<file path="config.mk">
export PLATFORM = sky130hd
export DESIGN_NAME = trace_tx
export DESIGN_NICKNAME = d
export VERILOG_FILES = /design/src/rtl/trace_pkg.sv /design/src/rtl/uart_tx_byte.sv /design/src/rtl/trace_tx.sv
export SDC_FILE = /design/constraint.sdc
export NUM_CORES = 1
export LEC_CHECK = 0
export CORE_UTILIZATION = 29
export CTS_CLUSTER_DIAMETER = 30
export DETAILED_ROUTE_END_ITERATION = 10
export PLACE_DENSITY = 0.58
export SETUP_SLACK_MARGIN = 0.02
export SYNTH_ARGS = -nofsm -noshare
export SYNTH_HDL_FRONTEND = slang
export SYNTH_SLANG_ARGS = --single-unit
</file>
<file path="constraint.sdc">
create_clock -name clk -period 3.2 [get_ports clk]
set_clock_uncertainty 0.05 [all_clocks]
set_input_delay 0.48 -clock clk [delete_from_list [all_inputs] [get_ports clk]]
set_output_delay 0.48 -clock clk [all_outputs]
set_load 0.01 [all_outputs]
</file>
<file path="src/rtl/trace_pkg.sv">
// Shared definitions for the trace transmitter.
// Optional feature macro: TRACE_CHECKSUM_EN appends an XOR checksum byte.
package trace_pkg;

    localparam logic [7:0] SYNC_BYTE = 8'hA5;

`ifdef TRACE_CHECKSUM_EN
    localparam int FRAME_BYTES = 9;
`else
    localparam int FRAME_BYTES = 8;
`endif

    localparam int IDX_W = $clog2(FRAME_BYTES);

    typedef enum logic [1:0] {
        ST_IDLE  = 2'd0,
        ST_START = 2'd1,
        ST_DATA  = 2'd2,
        ST_STOP  = 2'd3
    } tx_state_e;

endpackage

</file>
<file path="src/rtl/uart_tx_byte.sv">
// Bit-level 8N1 serialiser. Handshake: a byte is taken on any edge where
// load=1 and ready=1. ready is high while idle and during the final cycle of
// the stop bit, so a byte loaded then starts with no idle gap.
module uart_tx_byte
    import trace_pkg::*;
#(
    parameter int CLKS_PER_BIT = 434
) (
    input  logic       clk,
    input  logic       rst_n,
    input  logic       load,
    input  logic [7:0] data,
    output logic       ready,
    output logic       tx
);

    localparam int CNT_W = $clog2(CLKS_PER_BIT);
    localparam logic [CNT_W-1:0] CNT_LAST = CNT_W'(CLKS_PER_BIT - 1);

    tx_state_e        state_q, state_d;
    logic [CNT_W-1:0] cnt_q, cnt_d;
    logic [2:0]       bit_idx_q, bit_idx_d;
    logic [7:0]       shreg_q, shreg_d;
    logic             tx_q, tx_d;
    logic             tick;

    assign tick  = (cnt_q == CNT_LAST);
    assign ready = (state_q == ST_IDLE) || ((state_q == ST_STOP) && tick);
    assign tx    = tx_q;

    // Next-state logic: bit timing, shifting, and byte hand-off.
    always_comb begin
        state_d   = state_q;
        cnt_d     = cnt_q;
        bit_idx_d = bit_idx_q;
        shreg_d   = shreg_q;

        if (state_q != ST_IDLE) begin
            cnt_d = tick ? '0 : cnt_q + CNT_W'(1);
        end

        case (state_q)
            ST_START: begin
                if (tick) begin
                    state_d   = ST_DATA;
                    bit_idx_d = 3'd0;
                end
            end
            ST_DATA: begin
                if (tick) begin
                    shreg_d = {1'b0, shreg_q[7:1]};
                    if (bit_idx_q == 3'd7) begin
                        state_d = ST_STOP;
                    end else begin
                        bit_idx_d = bit_idx_q + 3'd1;
                    end
                end
            end
            ST_STOP: begin
                if (tick) begin
                    state_d = ST_IDLE;
                end
            end
            default: ;
        endcase

        if (load && ready) begin
            state_d = ST_START;
            cnt_d   = '0;
            shreg_d = data;
        end

        // Line level is registered so tx never glitches.
        case (state_d)
            ST_START: tx_d = 1'b0;
            ST_DATA:  tx_d = shreg_d[0];
            default:  tx_d = 1'b1;
        endcase
    end

    // State register with synchronous active-low reset.
    always_ff @(posedge clk) begin
        if (!rst_n) begin
            state_q   <= ST_IDLE;
            cnt_q     <= '0;
            bit_idx_q <= 3'd0;
            shreg_q   <= 8'h00;
            tx_q      <= 1'b1;
        end else begin
            state_q   <= state_d;
            cnt_q     <= cnt_d;
            bit_idx_q <= bit_idx_d;
            shreg_q   <= shreg_d;
            tx_q      <= tx_d;
        end
    end

endmodule

</file>
<file path="src/rtl/trace_tx.sv">
// Debug trace transmitter: snapshots opcode/A/B/ZNC on capture and sends
// them as a fixed byte frame over an 8N1 line.
// Optional feature macro: TRACE_CHECKSUM_EN (adds XOR of bytes 1..7).
module trace_tx
    import trace_pkg::*;
#(
    parameter int CLKS_PER_BIT = 434,
    parameter int DROP_W       = 8
) (
    input  logic              clk,
    input  logic              rst_n,
    input  logic              capture,
    input  logic [15:0]       op_in,
    input  logic [15:0]       a_in,
    input  logic [15:0]       b_in,
    input  logic [2:0]        znc_in,
    output logic              tx,
    output logic              busy,
    output logic              frame_done,
    output logic [DROP_W-1:0] drop_cnt
);

    localparam logic [IDX_W-1:0] IDX_LAST = IDX_W'(FRAME_BYTES - 1);

    logic              busy_q, busy_d;
    logic [IDX_W-1:0]  byte_idx_q, byte_idx_d;
    logic [DROP_W-1:0] drop_q, drop_d;
    logic [15:0]       op_q, op_d, a_q, a_d, b_q, b_d;
    logic [2:0]        znc_q, znc_d;

    logic              byte_ready;
    logic              byte_load;
    logic [7:0]        byte_data;
    logic [IDX_W-1:0]  byte_sel;
    logic              accept, last_done;

`ifdef TRACE_CHECKSUM_EN
    logic [7:0] csum;
    assign csum = op_q[15:8] ^ op_q[7:0] ^ a_q[15:8] ^ a_q[7:0]
                ^ b_q[15:8] ^ b_q[7:0] ^ {5'b0, znc_q};
`endif

    assign accept     = capture && !busy_q;
    assign last_done  = busy_q && byte_ready && (byte_idx_q == IDX_LAST);
    assign busy       = busy_q;
    assign frame_done = last_done;
    assign drop_cnt   = drop_q;

    // Frame sequencing, snapshot capture and refused-capture counting.
    always_comb begin
        busy_d     = busy_q;
        byte_idx_d = byte_idx_q;
        drop_d     = drop_q;
        op_d       = op_q;
        a_d        = a_q;
        b_d        = b_q;
        znc_d      = znc_q;
        byte_load  = 1'b0;
        byte_sel   = byte_idx_q + IDX_W'(1);

        if (accept) begin
            busy_d     = 1'b1;
            byte_idx_d = '0;
            byte_sel   = '0;
            byte_load  = 1'b1;
            op_d       = op_in;
            a_d        = a_in;
            b_d        = b_in;
            znc_d      = znc_in;
        end else if (busy_q && byte_ready) begin
            if (byte_idx_q == IDX_LAST) begin
                busy_d     = 1'b0;
                byte_idx_d = '0;
            end else begin
                byte_idx_d = byte_idx_q + IDX_W'(1);
                byte_load  = 1'b1;
            end
        end

        if (capture && busy_q && (drop_q != '1)) begin
            drop_d = drop_q + DROP_W'(1);
        end
    end

    // Byte selection for the serialiser; sync byte comes from the constant.
    always_comb begin
        case (int'(byte_sel))
            0:       byte_data = SYNC_BYTE;
            1:       byte_data = op_q[15:8];
            2:       byte_data = op_q[7:0];
            3:       byte_data = a_q[15:8];
            4:       byte_data = a_q[7:0];
            5:       byte_data = b_q[15:8];
            6:       byte_data = b_q[7:0];
            7:       byte_data = {5'b0, znc_q};
`ifdef TRACE_CHECKSUM_EN
            8:       byte_data = csum;
`endif
            default: byte_data = 8'h00;
        endcase
    end

    // Sequencer and snapshot registers.
    always_ff @(posedge clk) begin
        if (!rst_n) begin
            busy_q     <= 1'b0;
            byte_idx_q <= '0;
            drop_q     <= '0;
            op_q       <= 16'h0000;
            a_q        <= 16'h0000;
            b_q        <= 16'h0000;
            znc_q      <= 3'b000;
        end else begin
            busy_q     <= busy_d;
            byte_idx_q <= byte_idx_d;
            drop_q     <= drop_d;
            op_q       <= op_d;
            a_q        <= a_d;
            b_q        <= b_d;
            znc_q      <= znc_d;
        end
    end

    uart_tx_byte #(
        .CLKS_PER_BIT (CLKS_PER_BIT)
    ) u_ser (
        .clk   (clk),
        .rst_n (rst_n),
        .load  (byte_load),
        .data  (byte_data),
        .ready (byte_ready),
        .tx    (tx)
    );

endmodule

</file>
# Yosys cells after proc, flatten, opt, wreduce, memory -nomap -nowiden
# Index checks and enable logic that the tools add are counted.
dict set report classes {
  add_sub_neg 4
  n_eq_ne 19
  mux 24
  n_bitwise 1
  reduce_logical 22
}
# cell n
set ops {}
lappend ops {{8-bit one-hot mux with 8 select lines} 1}
lappend ops {{8-bit two-way mux} 3}
lappend ops {{3-bit equality test (second input constant)} 6}
lappend ops {{3-bit two-way mux} 5}
lappend ops {{2-bit nonzero test} 6}
lappend ops {{2-bit two-way mux} 5}
lappend ops {{9-bit by 1-bit adder with 9-bit output (second input constant)} 1}
lappend ops {{9-bit equality test (second input constant)} 1}
lappend ops {{9-bit two-way mux} 1}
lappend ops {{8-bit by 1-bit adder with 8-bit output (second input constant)} 1}
lappend ops {{8-bit inequality test (second input constant)} 1}
lappend ops {{1-bit logical AND} 7}
lappend ops {{3-bit by 1-bit adder with 3-bit output (second input constant)} 2}
lappend ops {{2-bit equality test (second input constant)} 3}
lappend ops {{3-bit by 2-bit equality test with 1-bit output (second input constant)} 2}
lappend ops {{1-bit two-way mux} 6}
lappend ops {{2-bit one-hot mux with 3 select lines} 1}
lappend ops {{3-bit one-hot mux with 2 select lines} 1}
lappend ops {{2-bit by 1-bit equality test with 1-bit output (second input constant)} 2}
lappend ops {{2-bit by 1-bit inequality test with 1-bit output (second input constant)} 2}
lappend ops {{2-bit AND reduction} 2}
lappend ops {{4-bit AND reduction} 1}
lappend ops {{2-bit OR reduction} 2}
lappend ops {{3-bit by 1-bit equality test with 1-bit output (second input constant)} 1}
lappend ops {{other kinds (7)} 7}
dict set report word_totals {
  register_bits 86
  inputBits 54
  out_inout_bits 11
}

# Longest topological paths before layout
# Gate-level depths: netlist of the first run.
dict set report depth {
  word_depth 10
  mapped_depth 9
  depth_no_buf 7
}

# Cells and area by module
# A second synthesis of the first run with hierarchy kept.
dict set report hier_totals {
  hier_cells 496
  hier_area_um2 4090.2
}
# module n_inst cells_each area_per_inst_um2 seq_area_each_um2
set modules_own_cells {}
lappend modules_own_cells {trace_tx 1 362 2869.0 1261.2}
lappend modules_own_cells {uart_tx_byte 1 134 1221.2 460.4}

# Worst setup path before layout of the first run
# No wires, ideal clock.
dict set report synth_timing {
  kind {register to register}
  from {register byte_idx_q[0]}
  to {register u_ser.shreg_q[3]}
  setup_ns 0.132
  arrival_time_ns 1.803
  t_required_ns 3.018
  slack_ns 1.215
  path_stages_with_launch 10
  path_buffers 2
  synth_period_minus_slack_ns 1.985
  cell_sequence {dfxtp_1 ha_1 ha_1 buf_6 nor2b_1 buf_2 a22o_1 a22o_1 o31ai_1 a31oi_1}
}
dict set report synth_via {
  elab_chain_cells 7
  elab_cells_between_ends 20
}
# item line
set synth_lines {}
lappend synth_lines {{start: declaration} trace_tx.sv:26} ;# logic [IDX_W-1:0] byte_idx_q, byte_idx_d;
lappend synth_lines {{start signal: assignment} trace_tx.sv:115} ;# byte_idx_q <= byte_idx_d;
lappend synth_lines {{branches (longest 7 deep; another with 3-bit by 1-bit adder with 3-bit output)} -}
lappend synth_lines {{end signal: assignment} uart_tx_byte.sv:93} ;# shreg_q <= shreg_d;
lappend synth_lines {{end: declaration} uart_tx_byte.sv:23} ;# logic [7:0] shreg_q, shreg_d;
# Several ways; the timed one is not identified.
# A chain may end at the register's enable or synchronous reset.

# Worst setup path after layout of the first run
dict set report layout_timing {
  from {register u_ser.cnt_q[0]}
  to {output frame_done}
}
dict set report layout_via {
  elab_chain_cells 5
}
# item line
set layout_lines {}
lappend layout_lines {{start: declaration} uart_tx_byte.sv:21} ;# logic [CNT_W-1:0] cnt_q, cnt_d;
lappend layout_lines {{start signal: assignment} uart_tx_byte.sv:91} ;# cnt_q <= cnt_d;
lappend layout_lines {{9-bit equality test} uart_tx_byte.sv:27} ;# assign tick = (cnt_q == CNT_LAST);
lappend layout_lines {{1-bit logical AND} uart_tx_byte.sv:28} ;# assign ready = (state_q == ST_IDLE) || ((state_q == ST_STOP) && tick);
lappend layout_lines {{1-bit logical OR} uart_tx_byte.sv:28}
lappend layout_lines {{1-bit logical AND (2 in a row)} trace_tx.sv:44} ;# assign last_done = busy_q && byte_ready && (byte_idx_q == IDX_LAST);
lappend layout_lines {{end: declaration} trace_tx.sv:19} ;# output logic frame_done,
# Every way passes these cells.

==> results of run 1 <==
==> routing by layer <==
layer,GRT usage,vias to the layer above,share of wire
li1,-,1816,-
met1,0.1777,1667,0.46
met2,0.2464,71,0.48
met3,0.02925,19,0.032
met4,0.06481,0,0.025
met5,0,-,0
==> final timing paths <==
check | endpoint | depth (start not counted) | slack (ps)
worst max-delay path | frame_done | 6 | 270
worst min-delay path | a_q[9]$_SDFFE_PN0P_ | 2 | 400
worst max register to register | u_ser.shreg_q[5]$_SDFFE_PN0P_ | 7 | 510
worst min register to register | a_q[9]$_SDFFE_PN0P_ | 2 | 400
==> cell type report <==
type / count / area [um2]
flip-flops and latches: 86 / 1722
inverters: 5 / 18.77
clock buffers: 10 / 229.0
multi-input cells: 374 / 2157
well taps: 176 / 220.2
repair buffers: 70 / 685.7
fillers: 1432 / 8373
clock inverters: 6 / 47.55
==> per-stage QoR <==
stage	area (um2)	total power, uW
CTS	5080	2469
floorplan	4078	1370
global route	5080	2539
detailed placement	4803	1496
finish	5080	2449
global placement	4803	1490
==> power by group through the flow <==
stage	clock (uW)	sequential [uW]	combinational, uW
after CTS	996	1160	310
after global routing	1030	1170	342
after floorplan	0	1170	201
final	978	1160	309
after global placement	0	1190	304
after detailed placement	0	1190	309
==> worst max-delay path, stage by stage, from the launching register on <==
cell	delay (ps)
dfxtp_1	440
ha_1	180
and4b_1	350
a31oi_4	160
nand2b_4	190
nor2_1	180
clkdlybuf4s50_1	560
==> registers in the layout, summed over array words and instances, names as in the netlist <==
| register | cells |
|---|---|
| u_ser.shreg_q | 8 |
| u_ser.state_q | 2 |
| u_ser.tx | 1 |
| byte_idx_q | 3 |
| u_ser.cnt_q | 9 |
| op_q | 16 |
| drop_cnt | 8 |
| a_q | 16 |
| znc_q | 3 |
| u_ser.bit_idx_q | 3 |
| busy | 1 |
| b_q | 16 |
==> logic make-up after synthesis <==
logic type,synth area share
flip-flops,0.4222
multiplexers,0.02731
XOR/XNOR,0.02792
AO/OA/AOI/OAI,0.1780
adder cells (fa/ha/maj),0.02148
buffers and inverters,0.04879
AND/OR/NAND/NOR,0.2743
==> layout by cell type (no fill, tap or decap), drive strengths merged, types with 4 or more instances in the layout <==
cell,instances
nand2,129
xor2,12
clkdlybuf4s50,64
a31oi,8
clkbuf,10
buf,6
mux2i,10
clkinvlp,4
inv,6
nand2b,8
o21ai,9
a21oi,60
and3,5
and2,5
nor2,34
nor2b,4
nand4,7
a22o,5
ha,7
nor3,6
dfxtp,86
nand3,19
==> flow_summary.json, run 1 <==
{
  "synth_cell_types": 61,
  "setup_viol": 0,
  "grt_pass1_wl_um": 16550,
  "antenna_found_initial": 0,
  "powerDensity_mw_per_mm2": 482.1,
  "grt_overflow": 0,
  "synthTopCellsByArea": "dfxtp_1, nand2_1, a21oi_1, nor2_1, xor2_1",
  "drive_gt1_frac": 0.07623,
  "row_count": 42,
  "yosysSeqAreaShare": 0.4222,
  "crit_arrival_ps": 2400,
  "start_kind": "flop",
  "cap_violations": 0,
  "p_seq_frac": 0.475,
  "final_cells": 727,
  "hold_start": "a_q[9]$_SDFFE_PN0P_",
  "routed_via_density": 4.915,
  "ctsRootBufferMaster": "clkbuf_16",
  "hold_path_class": "reg2reg",
  "dp_cells": 711,
  "drc": 0,
  "coreArea_mm2": 0.01345,
  "clkPwrFrac": 0.399,
  "ys_ff_latch": 86,
  "max-slew-margin-rel": 0.5317,
  "outcome": "finished clean",
  "hold_viol_final": 0,
  "start_util": 0.3031,
  "yosysTopAreaCellShare": 0.4222,
  "worstSetupEndpointType": "output port",
  "post_cts_buffers": 0,
  "ctsHtreeMaxLevel": 3,
  "gp_congestion": 0.8570,
  "crit_fanout": 6,
  "dr_total_vias": 3573,
  "leakagePower_uw": 0.001833,
  "first_iter_violations": 182,
  "rsz0062_at_grt": "false",
  "synth_cells": 497,
  "postCtsHoldBufs": 0,
  "combPwrFrac": 0.126,
  "antenna_left": 0,
  "clkLatencyLatePin_ps": 340,
  "tns_ps": 0,
  "async_flop_share": 0,
  "nets": 607,
  "die_w_um": 120.6,
  "boundaryPins": 65,
  "die-area_mm2": 0.01454,
  "cp.required_ps": 2670,
  "hpwl_um": 7464,
  "slew_viol_final": 0,
  "yosysMostFrequentCell": "nand2_1",
  "cts_resized": 0,
  "crit_path_start": "u_ser.cnt_q[0]$_SDFFE_PP0P_",
  "timing.rr.start": "byte_idx_q[0]$_SDFFE_PP0P_",
  "firstDrtPassIters": 5,
  "synth_common_cells": "nand2_1, dfxtp_1, a21oi_1",
  "grt_use_total": 0.1455,
  "critPathKind": "reg2out",
  "clockBufferDepth": 2,
  "intPower_uw": 1798,
  "cts_made_buffers": 9,
  "ys.warnings.count": 0,
  "grt_max_degree": 47,
  "swShare": 0.2657,
  "post-place-ws_ps": 494.0,
  "cts.sinks": 86,
  "tightest_slew_ps": 701.4,
  "cts_tree": "built",
  "wl_per_cell_um": 14.03,
  "fin_crit_ps": 2932,
  "synth_top_flop_cell": "dfxtp_1",
  "fin_crit_sh": 0.9164,
  "synth.avg_cell_area_um2": 8.205,
  "yosysTopAreaCell": "dfxtp_1",
  "fmaxAchievable_mhz": 341.0,
  "grt_pass1_vias": 3450,
  "routed_wl_um": 10200,
  "area_delta_synth_final_pct": 24.58,
  "clk_pin_slew_ps": 70,
  "synth_nets": 558,
  "hold_ws_ps": 404.3,
  "die_y_um": 120.6,
  "worst_slack_ps": 267.6,
  "syn_area_mm2": 0.004078,
  "peakVddDrop_mv": 0.2224,
  "io_buffer_count": 64,
  "p_sw_uw": 650.7,
  "antennaDiodeCount": 0,
  "finish.utilization": 0.3776,
  "synth_edf_count": 0
}
(Power assumes the default switching activity.)
==> inputs of run 2 (changes only) <==
==> constraint.sdc (replaced) <==
create_clock -name clk -period 3.2 [get_ports clk]
set_clock_uncertainty 0.05 [all_clocks]
set_input_delay 0.48 -clock clk [delete_from_list [all_inputs] [get_ports clk]]
set_output_delay 0.48 -clock clk [all_outputs]
set_load 0.1 [all_outputs]
==> flow_summary.json, run 2 (same netlist as run 1, synthesis figures left out) <==
{
  "intPower_uw": 1962,
  "cts_tree": "built",
  "first_iter_violations": 271,
  "regArea_mm2": 0.001722,
  "gp_congestion": 0.8381,
  "row_count": 42,
  "leakagePower_uw": 0.001893,
  "combPwrFrac": 0.125,
  "hold_path_class": "reg2reg",
  "peakVddDrop_mv": 0.2644,
  "cts.sinks": 86,
  "worstSetupEndpointType": "output port",
  "clockBufferDepth": 2,
  "tightest_slew_ps": 696.7,
  "whs_path_depth": 2,
  "final_cell_mix": "nand2_1, dfxtp_1, a21oi_1, clkdlybuf4s50_1, nor2_1",
  "powerDensity_mw_per_mm2": 517.1,
  "reg.largest.list": "a_q: 16 flops, b_q: 16 flops, op_q: 16 flops",
  "die-area_mm2": 0.01454,
  "power_uw": 2640,
  "fmaxAchievable_mhz": 368.7,
  "grt_use_total": 0.1488,
  "grt_pass1_wl_um": 17000,
  "cap_violations": 0,
  "post_cts_buffers": 0,
  "drc": 0,
  "io_buffer_count": 64,
  "postCtsHoldBufs": 0,
  "nets": 607,
  "holdPathEnd": "znc_q[0]$_SDFFE_PN0P_",
  "start_util": 0.3031,
  "setup_viol": 0,
  "r2r_slack_ps": 490,
  "hold_viol_final": 0,
  "routed_wl_um": 10250,
  "cts_resized": 0,
  "coreArea_mm2": 0.01345,
  "timing.rr.start": "byte_idx_q[0]$_SDFFE_PP0P_",
  "firstDrtPassIters": 4,
  "cts_made_buffers": 9,
  "die_w_um": 120.6,
  "grt_max_degree": 48,
  "antennaDiodeCount": 0,
  "final_common_cell": "nand2_1",
  "finish.utilization": 0.3795,
  "fin_crit_ps": 2712,
  "tns_ps": 0,
  "dr_total_vias": 3592,
  "p_sw_uw": 678.1,
  "drive_gt1_frac": 0.09800,
  "rsz0062_at_grt": "false",
  "cp.required_ps": 2670,
  "crit_arrival_ps": 2180,
  "ctsHtreeMaxLevel": 3,
  "fin_crit_sh": 0.8476,
  "wl_per_cell_um": 14.09,
  "hold_start": "znc_q[0]$_SDFFE_PN0P_",
  "fill_cells": 1444,
  "antenna_left": 0,
  "hpwl_um": 7501,
  "multi_input_area_mm2": 0.002157,
  "grt_pass1_vias": 3478,
  "grt_overflow": 0,
  "die_y_um": 120.6,
  "hold_ws_ps": 403.5,
  "p_seq_frac": 0.441,
  "ctsRootBufferMaster": "clkbuf_16",
  "slew_viol_final": 0,
  "routed_via_density": 4.941,
  "critPathKind": "reg2out",
  "max-slew-margin-rel": 0.5355,
  "area_delta_synth_final_pct": 25.19,
  "clkLatencyLatePin_ps": 340,
  "start_kind": "flop",
  "crit_fanout": 6,
  "outcome": "finished clean",
  "r2r_cells": 7,
  "swShare": 0.2569,
  "antenna_found_initial": 0,
  "clkPwrFrac": 0.434,
  "boundaryPins": 65,
  "clk_pin_slew_ps": 60,
  "worst_r2r_endpoint": "u_ser.shreg_q[2]$_SDFFE_PN0P_"
}
run 2: cell types whose count changed in the layout (fill, tap and decap cells not counted), moves of 2 or more:
| cell | previous run | this run |
|---|---|---|
| bufinv_16 | 0 | 2 |
| clkinvlp_4 | 4 | 0 |
| buf_4 | 6 | 17 |
| clkdlybuf4s50_1 | 64 | 53 |
| inv_6 | 1 | 3 |
run 2: area by class of cell:
| type | count | share of cell area |
|---|---|---|
| clock buffers | 9 | 0.04412 |
| multi-input cells | 374 | 0.4225 |
| well taps | 176 | 0.04314 |
| clock inverters | 7 | 0.02034 |
| inverters | 5 | 0.003676 |
| repair buffers | 70 | 0.1289 |
| flip-flops and latches | 86 | 0.3373 |
run 2: power groups by stage:
stage	sequential, uW	combinational, uW	clock [uW]
finish	1160	330	1150
global route	1170	364	1220
CTS	1160	332	1170
detailed placement	1190	332	0
global placement	1190	327	0
floorplan	1190	201	0
run 2: stage by stage:
stage | cell area [um2] | std cells | setup slack, ps
floorplan | 4078 | 497 | 125.2
global placement | 4776 | 711 | 566.4
detailed placement | 4776 | 711 | 535.6
CTS | 5105 | 727 | 467.4
global route | 5105 | 727 | 321.9
finish | 5105 | 727 | 487.6
run 2: critical path, stage by stage, from the launching register on:
cell and delay, ps:
dfxtp_1 440, ha_1 170, and4b_1 340, a31oi_4 170
nand2b_4 200, nor2_1 190, buf_4 330
run 2: worst max path at each step:
stage	to	cells after the start	from
2_1_floorplan	frame_done	3	busy$_SDFFE_PN0P_
3_3_place_gp	u_ser.shreg_q[2]$_SDFFE_PN0P_	7	byte_idx_q[0]$_SDFFE_PP0P_
3_5_place_dp	u_ser.shreg_q[0]$_SDFF_PN0_	6	capture
4_1_cts	frame_done	6	u_ser.cnt_q[0]$_SDFFE_PP0P_
5_1_grt	u_ser.shreg_q[2]$_SDFFE_PN0P_	7	byte_idx_q[0]$_SDFFE_PP0P_
6_report	frame_done	6	u_ser.cnt_q[0]$_SDFFE_PP0P_
run 2: routing by layer:
layer,global-route usage,vias to the layer above,share of wire
met5,0,-,0
met4,0.05015,0,0.016
met3,0.03726,11,0.043
met2,0.2532,75,0.50
met1,0.1822,1683,0.45
li1,-,1823,-
==> inputs of run 3 (changes only) <==
--- a/config.mk
+++ b/config.mk
@@ -8,7 +8,7 @@
 export CORE_UTILIZATION = 29
 export CTS_CLUSTER_DIAMETER = 30
 export DETAILED_ROUTE_END_ITERATION = 10
-export PLACE_DENSITY = 0.58
+export PLACE_DENSITY = 0.6
 export SETUP_SLACK_MARGIN = 0.02
 export SYNTH_ARGS = -nofsm -noshare
 export SYNTH_HDL_FRONTEND = slang
==> constraint.sdc (replaced) <==
create_clock -name clk -period 2.2 [get_ports clk]
set_clock_uncertainty 0.05 [all_clocks]
set_input_delay 0.33 -clock clk [delete_from_list [all_inputs] [get_ports clk]]
set_output_delay 0.33 -clock clk [all_outputs]
set_load 0.1 [all_outputs]
==> flow_summary.json, run 3 (same netlist as run 1, synthesis figures left out) <==
{
  "outcome": "finished clean",
  "drive_gt1_frac": 0.1510,
  "r2r_slack_ps": 120,
  "ctsRootBufferMaster": "clkbuf_16",
  "postCtsHoldBufs": 0,
  "clockBufferDepth": 2,
  "wl_per_cell_um": 14.09,
  "crit_arrival_ps": 1750,
  "grt_max_degree": 32,
  "reg.largest.list": "a_q: 16 flops, b_q: 16 flops, op_q: 16 flops",
  "routed_wl_um": 10600,
  "routed_via_density": 4.868,
  "cp.required_ps": 1820,
  "hold_viol_final": 0,
  "fin_crit_ps": 2129,
  "hold_ws_ps": 408.2,
  "tightest_slew_ps": 454.0,
  "cap_violations": 0,
  "cts_made_buffers": 9,
  "slew_viol_final": 0,
  "setup_viol": 0,
  "tns_ps": 0,
  "first_iter_violations": 192,
  "grt_use_total": 0.1557,
  "cpLargestDelayFamily": "simple AND/OR/NAND/NOR gates",
  "crit_path_cell_trace": "inv_2 > ha_4 > and4b_2 > a31oi_4 > nand2b_4 > nor2_4 > buf_12",
  "gp_congestion": 0.8823,
  "r2r_cells": 8,
  "io_buffer_count": 64,
  "dr_total_vias": 3661,
  "peakVddDrop_mv": 0.3171,
  "rsz0062_at_grt": "true",
  "ctsHtreeMaxLevel": 3,
  "grt_overflow": 0,
  "fmaxAchievable_mhz": 469.6,
  "start_kind": "flop",
  "firstDrtPassIters": 4,
  "grt_pass1_wl_um": 17600,
  "max-slew-margin-rel": 0.6950,
  "powerDensity_mw_per_mm2": 702.8,
  "path_buf_inv": 2,
  "hpwl_um": 8104,
  "row_count": 42,
  "die-area_mm2": 0.01454,
  "hold_path_class": "reg2reg",
  "timing.rr.start": "byte_idx_q[0]$_SDFFE_PP0P_",
  "cpPeakStageDelay_ps": 350,
  "worst_r2r_endpoint": "u_ser.shreg_q[1]$_SDFFE_PN0P_",
  "hold_start": "op_q[9]$_SDFFE_PN0P_",
  "holdPathEnd": "op_q[9]$_SDFFE_PN0P_",
  "die_w_um": 120.6,
  "antenna_found_initial": 0,
  "nets": 632,
  "cts.sinks": 86,
  "crit_slowest_cell": "dfxtp_4",
  "whs_path_depth": 2,
  "final_common_cell": "nand2_1",
  "drc": 0,
  "leakagePower_uw": 0.002013,
  "cts_tree": "built",
  "area_delta_synth_final_pct": 30.81,
  "final_cell_mix": "nand2_1, dfxtp_1, a21oi_1, clkdlybuf4s50_1, buf_4",
  "antennaDiodeCount": 0,
  "coreArea_mm2": 0.01345,
  "antenna_left": 0,
  "clk_pin_slew_ps": 60,
  "clkLatencyLatePin_ps": 340,
  "critPathKind": "reg2out",
  "grt_pass1_vias": 3686,
  "start_util": 0.3031,
  "die_y_um": 120.6,
  "worstSetupEndpointType": "output port",
  "fin_crit_sh": 0.9679,
  "crit_fanout": 4,
  "boundaryPins": 65
}
==> run 3: through the flow <==
| stage | setup slack (ps) | util | cells | total power, uW | cell area (um2) |
|---|---|---|---|---|---|
| after global placement | 52.04 | 0.3678 | 729 | 2229 | 4949 |
| after detailed placement | 37.89 | 0.3678 | 729 | 2240 | 4949 |
| after global routing | 7.707 | 0.3965 | 752 | 3904 | 5334 |
| after floorplan | 46.70 | - | 497 | 2029 | 4090 |
| after CTS | 38.51 | 0.3924 | 748 | 3779 | 5279 |
| final | 70.69 | 0.3965 | 752 | 3749 | 5334 |
==> run 3: worst max-delay path by stage <==
| stage | from | to | depth (start not counted) |
|---|---|---|---|
| global placement | capture | u_ser.shreg_q[0]$_SDFF_PN0_ | 7 |
| detailed placement | capture | u_ser.shreg_q[0]$_SDFF_PN0_ | 7 |
| CTS | u_ser.cnt_q[1]$_SDFFE_PP0P_ | frame_done | 7 |
| floorplan | busy$_SDFFE_PN0P_ | u_ser.shreg_q[0]$_SDFF_PN0_ | 7 |
| global route | u_ser.cnt_q[1]$_SDFFE_PP0P_ | frame_done | 7 |
| finish | u_ser.cnt_q[1]$_SDFFE_PP0P_ | frame_done | 7 |
==> run 3: cell type report <==
| class | instances | area [um2] |
|---|---|---|
| clock buffer | 13 | 260.3 |
| clock inverter | 3 | 42.54 |
| fill | 1406 | 8119 |
| inverter | 5 | 18.77 |
| multi-input combinational | 374 | 2191 |
| sequential | 86 | 1730 |
| tap | 176 | 220.2 |
| timing repair buffer | 95 | 870.8 |
==> run 3: worst reg2reg max path: stages (launching register included) <==
cell and delay (ps):
dfxtp_1 320, ha_1 230, ha_4 310, buf_4 180
mux2i_1 220, o22ai_1 90, and3_1 200, o31ai_1 250
a31oi_1 110
==> run 3: what timing repair did <==
action                                  4_1_cts  5_1_grt
endpoints found under the setup margin        1        7
buffers inserted                              3        4
gates resized for setup                       3        4
pin swaps                                     1        2
==> run 3: report_power, final <==
group | switching, uW | internal [uW] | total (uW)
Clock | 597 | 940 | 1540
Combinational | 287 | 242 | 529
Sequential | 52.0 | 1630 | 1680
==> run 3: metal layers <==
layer / track usage / vias up / wire length [um] / part of all wire
met3: 0.04670 / 16 / 525 / 0.050
met1: 0.1786 / 1692 / 4497 / 0.42
li1: - / 1869 / - / -
met2: 0.2719 / 84 / 5341 / 0.50
met4: 0.05710 / 0 / 230 / 0.022
met5: 0 / - / 0 / 0
==> RTL edit, RTL diff (config.mk and constraints of run 3) <==
Register the input `b_in` before use. The logic sees it one clock later. The other inputs are not delayed to match.
--- a/src/rtl/trace_tx.sv
+++ b/src/rtl/trace_tx.sv
@@ -21,6 +21,12 @@
 );
 
     localparam logic [IDX_W-1:0] IDX_LAST = IDX_W'(FRAME_BYTES - 1);
+
+    logic [15:0] b_r;
+
+    always_ff @(posedge clk) begin
+        b_r <= b_in;
+    end
 
     logic              busy_q, busy_d;
     logic [IDX_W-1:0]  byte_idx_q, byte_idx_d;
@@ -65,7 +71,7 @@
             byte_load  = 1'b1;
             op_d       = op_in;
             a_d        = a_in;
-            b_d        = b_in;
+            b_d        = b_r;
             znc_d      = znc_in;
         end else if (busy_q && byte_ready) begin
             if (byte_idx_q == IDX_LAST) begin
Function: no difference found for any inputs over 10 cycles, from zero or initial values and one cycle with rst_n low; that may be too few to reach the edited logic, so the function may still have changed.
==> RTL edit against run 3 <==
The run now ends with DRC, setup timing left; sequential cell count is 16 higher; synthesized area is 8.1% higher; wire length down 1.9%; total power increased by 9.1%; setup slack lost 130 ps; final area increased by 6.4%; register-to-register slack better by 20 ps; sequential share of layout area up 3.8 points; largest cell class unchanged.
==> RTL edit: results (changes against run 3) <==
Outcome
  • Status: finished, violations left (was finished clean)
  • Failing checks: DRC, setup timing

Yosys
  • Net count after synthesis: 575 (was 558)
  • Ys flop type: dfxtp_1 (unchanged)
  • Post-synth cell types: 54 (was 61)
  • Dominant cells by area after synthesis: dfxtp_1 (46%), nand2_1 (11%), a21boi_0 (9.4%) (was dfxtp_1 (42%), nand2_1 (12%), a21oi_1 (7.4%))
  • Post-synthesis sequential area ratio: 0.463 (was 0.422)
  • Synth cell count leaders: nand2_1 (133), dfxtp_1 (102), a21boi_0 (55), nor2_1 (26), clkbuf_1 (21) (was nand2_1 (129), dfxtp_1 (86), a21oi_1 (60), nor2_1 (32), nand3_1 (19))
  • Synth Warn #: 0 (unchanged)
  • Async set-reset flop share out of synthesis: 0 (unchanged)

GRT
  • First-pass GRT wire length: 17600 um (about the same)
  • GRT overflow: 0 (unchanged)
  • Largest net degree at the start of global routing: 78 (was 32)
  • Vias in the first global route: 3655 (was 3686)
  • GRT Total Usage: 0.140 (was 0.156)

Place
  • RePlAce Congestion: 0.836 (was 0.882)
  • Dpl ws: 39.6 ps (was 37.9 ps)
  • Port bufs: 64 (unchanged)
  • Detailed placer's ending HPWL: 7630 um (was 8100 um)

Min path
  • HP Class: input pin to register (was register to register)
  • Hold_sp: rst_n (was op_q[9]$_SDFFE_PN0P_)
  • Worst hold path depth: 3 (was 2)
  • Hold Path Sink: byte_idx_q[1]$_SDFFE_PP0P_ (was op_q[9]$_SDFFE_PN0P_)

Worst setup path
  • Crit Reg-Reg Startpoint: byte_idx_q[0]$_SDFFE_PP0P_ (unchanged)
  • Crit Path Max Fanout: 2 (was 4)
  • Crit-path max cell delay: 550 ps (was 350 ps)
  • CP top delay family: simple AND/OR/NAND/NOR gates (unchanged)
  • Reg2Reg Depth: 7 (was 8)
  • Reg2reg end: u_ser.shreg_q[0]$_SDFF_PN0_ (was u_ser.shreg_q[1]$_SDFFE_PN0P_)
  • R2r setup slk: 140 ps (was 120 ps)
  • Slowest CP cell: or4b_4 (was dfxtp_4)

Route
  • DRT Pass-1 Iters: 9 (was 4)
  • Drt drc: 3 (was 0)
  • Drt via density: 4.82 (was 4.87)
  • Drt first-iter violations: 256 (was 192)
  • Routed len/inst: 13.5 um (was 14.1 um)

STA
  • Setup WS post-layout: -57.2 ps (was 70.7 ps)
  • Final setup viols: 1 (was 0)
  • TNS Setup: -57.2 ps (was 0 ps)
  • Max-slew headroom: 0.594 (was 0.695)
  • Minimum hold slack: 308 ps (was 408 ps)

Final layout
  • Filler cell count: 1536 (was 1406)
  • Share of layout cells above drive strength 1: 0.146 (was 0.151)
  • Post-layout net count: 645 (was 632)

Clock tree
  • Reg clk slew, reported paths: 70 ps
  • Max Root-Sink Buffers: 2 (unchanged)
  • CTS Buf Count: 9 (unchanged)

Power
  • Peak supply drop: 431 uV (was 317 uV)
  • Static Leak: 2.11 nW (was 2.01 nW)
==> RTL edit: cell types whose count changed after synthesis, sizes merged, moves of 5 or more <==
cell    before  now
o211ai       0    5
buf         18    6
a31oi        8    3
clkbuf      14   23
nand4        7   13
a21boi       0   55
nor3         6   11
nand2      129  134
nor2        34   26
dfxtp       86  102
a21oi       60    8
==> RTL edit: final cells by class <==
type | count | area share
Clock buffer | 10 | 0.0403
Clock inverter | 6 | 0.0126
Inverter | 5 | 0.00331
Multi-Input combinational cell | 377 | 0.394
Sequential cell | 102 | 0.363
Tap cell | 184 | 0.0406
Timing Repair Buffer | 89 | 0.147
==> RTL edit: cells by family after synthesis <==
group           synth area share
simple gates               0.245
compound gates             0.172
flops                      0.463
buf+inv                   0.0346
mux                       0.0400
xor+xnor                  0.0258
fa+ha+maj                 0.0199
==> RTL edit: worst max-delay path by stage <==
stage	start	endpoint	slack [ps]	cells past startpoint
final	u_ser.cnt_q[3]$_SDFFE_PP0P_	frame_done	-60	5
after global routing	u_ser.cnt_q[3]$_SDFFE_PP0P_	frame_done	-120	5
after CTS	u_ser.cnt_q[3]$_SDFFE_PP0P_	frame_done	-140	5
after detailed placement	byte_idx_q[0]$_SDFFE_PP0P_	u_ser.shreg_q[0]$_SDFF_PN0_	40	7
after global placement	u_ser.cnt_q[3]$_SDFFE_PP0P_	frame_done	110	5
after floorplan	u_ser.cnt_q[2]$_SDFFE_PP0P_	frame_done	-30	4
==> RTL edit: report_power, final <==
group	leakage [nW]	internal [mW]	switching [mW]
clock	0.139	0.890	0.715
sequential	0.844	1.94	0.0528
combinational	1.13	0.234	0.261
==> RTL edit: worst register-to-register path, cell delays in order, from the launching register on <==
cell and delay [ps]:
dfxtp_1 330, ha_1 210, ha_2 500, nor2b_1 120
a22o_1 240, nand2_1 60, o21ai_0 90, o311a_2 340
==> RTL edit: metal layers <==
metal / vias up / global-route usage / wire length (um)
li1: 1901 / - / -
met4: 0 / 0.0359 / 110
met3: 12 / 0.0436 / 531
met5: - / 0 / 0
met1: 1732 / 0.173 / 4860
met2: 81 / 0.236 / 4890
==> RTL edit: what timing repair did <==
item                       4_1_cts  5_1_grt
resized for setup                4        4
setup endpoints to repair        2        9
pin swaps                        4        3
setup buffers                    4        0
hold buffers                     0        0
hold endpoints to repair         0        0
==> RTL edit: metrics by stage <==
step           cells   util  cell area [um^2]  total power [mW]
2_1_floorplan    514      -              4430              2.31
3_3_place_gp     753  0.363              5330              2.52
3_5_place_dp     753  0.363              5330              2.52
4_1_cts          773  0.386              5670              4.16
5_1_grt          773  0.386              5680              4.28
6_report         773  0.386              5680              4.09
